$ cat src/rtl/serial_subtractor_if.sv
// Purpose: handshake and data bundle for the bit-serial subtractor.
// Signals:
//   start         request; sampled only while the subtractor is idle
//   a, b, bin     minuend, subtrahend, borrow-in; sampled with accepted start
//   busy          high while an operation is in flight (RUN and DONE)
//   done          one-cycle pulse; diff/bout/ovf valid in that cycle
//   diff          a - b - bin modulo 2^WIDTH
//   bout          final borrow-out (unsigned underflow)
//   ovf           signed two's-complement overflow
// Modports: master drives requests, slave is the subtractor.
interface serial_subtractor_if #(
  parameter int unsigned WIDTH = 8
);
  logic             start;
  logic [WIDTH-1:0] a;
  logic [WIDTH-1:0] b;
  logic             bin;
  logic             busy;
  logic             done;
  logic [WIDTH-1:0] diff;
  logic             bout;
  logic             ovf;

  modport master (
    output start, a, b, bin,
    input  busy, done, diff, bout, ovf
  );

  modport slave (
    input  start, a, b, bin,
    output busy, done, diff, bout, ovf
  );
endinterface

$ cat src/rtl/serial_subtractor.sv
// Purpose: bit-serial WIDTH-bit subtractor computing a - b - bin one bit per
// clock, LSB first, with a single full-subtractor cell and registered borrow.
// Ports:
//   clk    rising-edge clock
//   rst_n  synchronous active-low reset
//   bus    serial_subtractor_if.slave (start/a/b/bin in, busy/done/diff/bout/ovf out)
module serial_subtractor #(
  parameter int unsigned WIDTH = 8
) (
  input  logic                 clk,
  input  logic                 rst_n,
  serial_subtractor_if.slave   bus
);

  localparam int unsigned CW = (WIDTH > 1) ? $clog2(WIDTH) : 1;
  localparam logic [CW-1:0] LAST = CW'(WIDTH - 1);

  typedef enum logic [1:0] {
    S_IDLE,
    S_RUN,
    S_DONE
  } state_t;

  state_t           r_state;
  state_t           w_state_next;
  logic             w_load;
  logic             w_step;
  logic             w_last;

  // r_a shifts right feeding bit i at [0]; result bits refill it from the MSB,
  // so after WIDTH steps it holds the difference.
  logic [WIDTH-1:0] r_a;
  logic [WIDTH-1:0] r_b;
  logic             r_br;
  logic [CW-1:0]    r_cnt;
  logic             r_a_msb;
  logic             r_b_msb;
  logic [WIDTH-1:0] r_diff;
  logic             r_bout;
  logic             r_ovf;
  logic             r_busy;
  logic             r_done;

  logic             w_d;
  logic             w_br_next;
  logic [WIDTH-1:0] w_a_next;

  // Full-subtractor cell on the current bit.
  assign w_d       = r_a[0] ^ r_b[0] ^ r_br;
  assign w_br_next = (~r_a[0] & r_b[0]) | (~(r_a[0] ^ r_b[0]) & r_br);

  generate
    if (WIDTH == 1) begin : g_w1
      assign w_a_next = w_d;
    end else begin : g_wn
      assign w_a_next = {w_d, r_a[WIDTH-1:1]};
    end
  endgenerate

  // State register.
  always_ff @(posedge clk) begin
    if (!rst_n) begin
      r_state <= S_IDLE;
    end else begin
      r_state <= w_state_next;
    end
  end

  // Next-state and datapath control.
  always_comb begin
    w_state_next = r_state;
    w_load       = 1'b0;
    w_step       = 1'b0;
    w_last       = 1'b0;
    case (r_state)
      S_IDLE: begin
        if (bus.start) begin
          w_load       = 1'b1;
          w_state_next = S_RUN;
        end
      end
      S_RUN: begin
        w_step = 1'b1;
        if (r_cnt == LAST) begin
          w_last       = 1'b1;
          w_state_next = S_DONE;
        end
      end
      S_DONE: begin
        w_state_next = S_IDLE;
      end
      default: begin
        w_state_next = S_IDLE;
      end
    endcase
  end

  // Working registers and registered outputs.
  always_ff @(posedge clk) begin
    if (!rst_n) begin
      r_a     <= '0;
      r_b     <= '0;
      r_br    <= 1'b0;
      r_cnt   <= '0;
      r_a_msb <= 1'b0;
      r_b_msb <= 1'b0;
      r_diff  <= '0;
      r_bout  <= 1'b0;
      r_ovf   <= 1'b0;
      r_busy  <= 1'b0;
      r_done  <= 1'b0;
    end else begin
      if (w_load) begin
        r_a     <= bus.a;
        r_b     <= bus.b;
        r_br    <= bus.bin;
        r_cnt   <= '0;
        r_a_msb <= bus.a[WIDTH-1];
        r_b_msb <= bus.b[WIDTH-1];
      end else if (w_step) begin
        r_a   <= w_a_next;
        r_b   <= r_b >> 1;
        r_br  <= w_br_next;
        r_cnt <= r_cnt + CW'(1);
      end
      // Overflow: operand signs differ and result sign differs from a's.
      if (w_last) begin
        r_diff <= w_a_next;
        r_bout <= w_br_next;
        r_ovf  <= (r_a_msb ^ r_b_msb) & (w_d ^ r_a_msb);
      end
      r_busy <= (w_state_next != S_IDLE);
      r_done <= w_last;
    end
  end

  assign bus.busy = r_busy;
  assign bus.done = r_done;
  assign bus.diff = r_diff;
  assign bus.bout = r_bout;
  assign bus.ovf  = r_ovf;

endmodule

$ cat src/flat_wrapper.sv
// flat-port wrapper written by rule: the top's interface ports become plain ports
module serial_subtractor_flat 
#(
  parameter int unsigned WIDTH = 8
)
  (clk, rst_n, bus_start, bus_a, bus_b, bus_bin, bus_busy, bus_done, bus_diff, bus_bout, bus_ovf);
  serial_subtractor_if #(.WIDTH(WIDTH)) bus_i ();
  input  logic clk;
  input  logic rst_n;
  input wire logic [$bits(bus_i.start)-1:0] bus_start;
  input wire logic [$bits(bus_i.a)-1:0] bus_a;
  input wire logic [$bits(bus_i.b)-1:0] bus_b;
  input wire logic [$bits(bus_i.bin)-1:0] bus_bin;
  output wire logic [$bits(bus_i.busy)-1:0] bus_busy;
  output wire logic [$bits(bus_i.done)-1:0] bus_done;
  output wire logic [$bits(bus_i.diff)-1:0] bus_diff;
  output wire logic [$bits(bus_i.bout)-1:0] bus_bout;
  output wire logic [$bits(bus_i.ovf)-1:0] bus_ovf;
  assign bus_i.start = bus_start;
  assign bus_i.a = bus_a;
  assign bus_i.b = bus_b;
  assign bus_i.bin = bus_bin;
  assign bus_busy = bus_i.busy;
  assign bus_done = bus_i.done;
  assign bus_diff = bus_i.diff;
  assign bus_bout = bus_i.bout;
  assign bus_ovf = bus_i.ovf;
  serial_subtractor #(.WIDTH(WIDTH)) u_core (.clk(clk), .rst_n(rst_n), .bus(bus_i));
endmodule
$ cat config.mk
export PLATFORM = sky130hd
export DESIGN_NAME = serial_subtractor_flat
export DESIGN_NICKNAME = d
export VERILOG_FILES = /design/src/rtl/serial_subtractor_if.sv /design/src/rtl/serial_subtractor.sv /design/src/flat_wrapper.sv
export SDC_FILE = /design/constraint.sdc
export NUM_CORES = 1
export LEC_CHECK = 0
export ABC_AREA = 1
export CELL_PAD_IN_SITES_DETAIL_PLACEMENT = 2
export CELL_PAD_IN_SITES_GLOBAL_PLACEMENT = 2
export CORE_MARGIN = 2
export CORE_UTILIZATION = 27
export DETAILED_ROUTE_END_ITERATION = 8
export GPL_TIMING_DRIVEN = 0
export MAX_ROUTING_LAYER = met4
export PLACE_DENSITY_LB_ADDON = 0.1
export SKIP_CTS_REPAIR_TIMING = 1
export SYNTH_ARGS = -nofsm -noshare
export SYNTH_HDL_FRONTEND = slang
export SYNTH_SLANG_ARGS = --single-unit
export TNS_END_PERCENT = 30
$ cat constraint.sdc
create_clock -name clk -period 1.6 [get_ports clk]
set_input_delay 0.32 -clock clk [delete_from_list [all_inputs] [get_ports clk]]
set_output_delay 0.32 -clock clk [all_outputs]
set_load 0.01 [all_outputs]
==> impl_metrics.py <==
metrics = {
    "drt": {
        "avgViaCountPerCell": 4.54,
        "ant_nets": 0,
        "drcViolationCount": 0,
        "wire_per_inst_um": 13.0,
        "drt_first_pass_iters": 4,
        "vias": 1484,
        "totalWireLength_mm": 4.24,
        "drt-initial-drc-count": 48,
    },
    "cells_and_area": {
        "instances_no_fill": 327,
        "diodes": 0,
        "mostFrequentLayoutCell": "nand2_1",
        "area_growth_pct": 31.4,
        "drive_above_1_share": 0.0941,
        "regArea_um2": 721,
        "layout_common_cells": "nand2_1 (105), dfxtp_1 (36), clkdlybuf4s50_1 (30)",
        "multi_input_comb_area_um2": 731,
        "fill_cells": 669,
        "layout.nets": 277,
    },
    "placed_design": {
        "place_hpwl_mm": 3.17,
        "place.gp.congestion": 0.718,
        "dp.cells": 319,
        "io_buffers": 30,
    },
    "yosys": {
        "postSynthAreaPerCell_um2": 7.17,
        "ys_types": 22,
        "syn_nets": 240,
        "ys_top_cells_by_area": "dfxtp_1 (46%), nand2_1 (25%), nand3_1 (6.4%)",
        "synth_top_area_share": 0.463,
        "synth_edf_count": 0,
        "synth_warnings": 0,
        "yosysSeqAreaShare": 0.463,
        "syn_inst": 217,
        "yosys.area.top_type": "dfxtp_1",
        "ys_async_sr_fraction": 0,
        "yosys_register_bits": 36,
        "mappedNetlistArea_um2": 1560,
        "synth_flop_cell": "dfxtp_1",
    },
    "global_routing": {
        "grt_pass1_vias": 1575,
        "grt_max_degree": 12,
        "grt_pass1_wl_mm": 7.54,
        "track_usage": 0.157,
        "grt_antenna_before_repair": 0,
        "grt_overflow_total": 0,
    },
    "sta": {
        "fmax_ghz": 0.670,
        "maxSlewViolCount": 0,
        "fin_crit_ps": 1490,
        "maxSlewHeadroom": 0.687,
        "min_period_over_period": 0.933,
        "setup_viol_count_final": 0,
        "worst_pin_slew_ps": 469,
        "finalHoldViolCount": 0,
        "fin_skew_ps": 6.37,
        "setup-tns-final_ps": 0,
        "rsz0062_at_grt": "no",
    },
    "critical_path": {
        "r2r-start": "u_core.r_cnt[0]$_SDFFE_PP0P_",
        "arrival_ps": 1170,
        "required_ps": 1280,
        "path_class": "flop to output port",
        "cpMaxStageDelayCell": "clkdlybuf4s50_1",
        "max_stage_delay_ps": 540,
        "path_delay_family": "buffers and inverters",
        "reg2reg_to": "u_core.bus.diff[2]$_SDFFE_PN0P_",
        "critPathLaunchType": "flop",
        "path_cells": "clkdlybuf4s50_1",
        "end_kind": "output port",
        "r2r_setup_slack_ps": 140,
        "worstPathMaxFanout": 2,
        "rr_worst_depth": 6,
        "cp_num_buf_inv": 1,
    },
    "clock_tree": {
        "clock-root-buffer": "clkbuf_8",
        "clk_path_buf_depth": 2,
        "clk_latency_ps": 290,
        "cts_htree_levels": 2,
        "cts-buffers-inserted": 5,
        "cts.sinks": 36,
        "cts_tree": "done",
        "clk_pin_slew_worst_paths_ps": 80,
    },
    "die": {
        "dieArea_um2": 6390,
        "num_rows": 27,
        "die_y_um": 79.9,
        "core_um2": 5540,
        "io_pins": 32,
        "die_x_um": 79.9,
        "start_util": 0.281,
    },
    "worst_hold_path": {
        "holdCritStartpoint": "u_core.r_b[4]$_SDFFE_PN0P_",
        "hold_class": "flop to flop",
        "whs_path_depth": 2,
        "min_to": "u_core.r_b[4]$_SDFFE_PN0P_",
    },
    "pwr": {
        "power.density_nw_per_um2": 934,
        "power.leakage_nw": 0.902,
        "ir_drop_v": 0.000371,
    },
    "flow_run": {
        "drv_cap": 0,
    },
    "run_status": {
        "outcome": "completed",
    },
}
[area by class of cell]
type                       count  share of cell area
sequential                    36               0.352
timing repair buffer          30               0.147
buffer                         9              0.0318
clock buffer                   7              0.0422
tap                           72              0.0440
multi-input combinational    160               0.357
clock inverter                 1             0.00367
inverter                      12              0.0220
[flip-flops by register name, summed over array words and instances, names as in the netlist, 2 cells and up]
register and cells:
u_core.bus.diff 8, u_core.r_a 8, u_core.r_b 8, u_core.r_cnt 3
u_core.r_state 2
[metrics by stage]
stage                     hold WS, ps  setup WS [ps]  area [µm²]  power (mW)   util
after floorplan                   419            299        1560        1.13      -
after global placement            438           -219        1950        1.23  0.351
after detailed placement          443           -228        1950        1.24  0.351
after CTS                         458           45.7        2040        1.93  0.368
after global routing              482           6.11        2050        2.01  0.369
final                             453            108        2050        1.91  0.369
[cells by family after synthesis]
logic type,synth area share
AOI/OAI and AO/OA,0.0514
xor gates and xnor gates,0.00563
adders and majority gates,0.0289
buffers and inverters,0.0691
DFF,0.463
and+or+nand+nor,0.382
[report_power, final]
part | internal [mW] | switching [mW]
Sequential | 0.933 | 0.0232
Clock | 0.350 | 0.349
Combinational | 0.114 | 0.141
[how the worst max path moves through the flow]
stage                                          startpoint                         endpoint  slack (ps)  cells after the start
after floorplan                u_core.r_b[0]$_SDFFE_PN0P_      u_core.bus.ovf$_SDFFE_PN0P_         300                      6
after global placement                              rst_n       u_core.r_b[5]$_SDFFE_PN0P_        -220                      6
after detailed placement                            rst_n       u_core.r_b[1]$_SDFFE_PN0P_        -230                      6
after CTS                                           rst_n       u_core.r_a[6]$_SDFFE_PN0P_          50                      6
after global routing         u_core.r_cnt[0]$_SDFFE_PP0P_  u_core.bus.diff[2]$_SDFFE_PN0P_           6                      6
final                     u_core.bus.diff[0]$_SDFFE_PN0P_                      bus_diff[0]         110                      1
[synthesized netlist by cell type, drive strengths merged (2+ instances only)]
cell type    n
ha           2
o21ai        3
nand2      108
nand3       20
buf          7
clkbuf       2
nor2         9
dfxtp       36
inv         12
a21oi       13
[routing by layer]
metal,GRT usage,up-vias,wire (µm)
met5,-,-,0
met4,0.0559,0,54
met3,0.0305,6,126
met2,0.256,25,1960
met1,0.194,702,2090
li1,-,751,-
(Power assumes the default switching activity.)
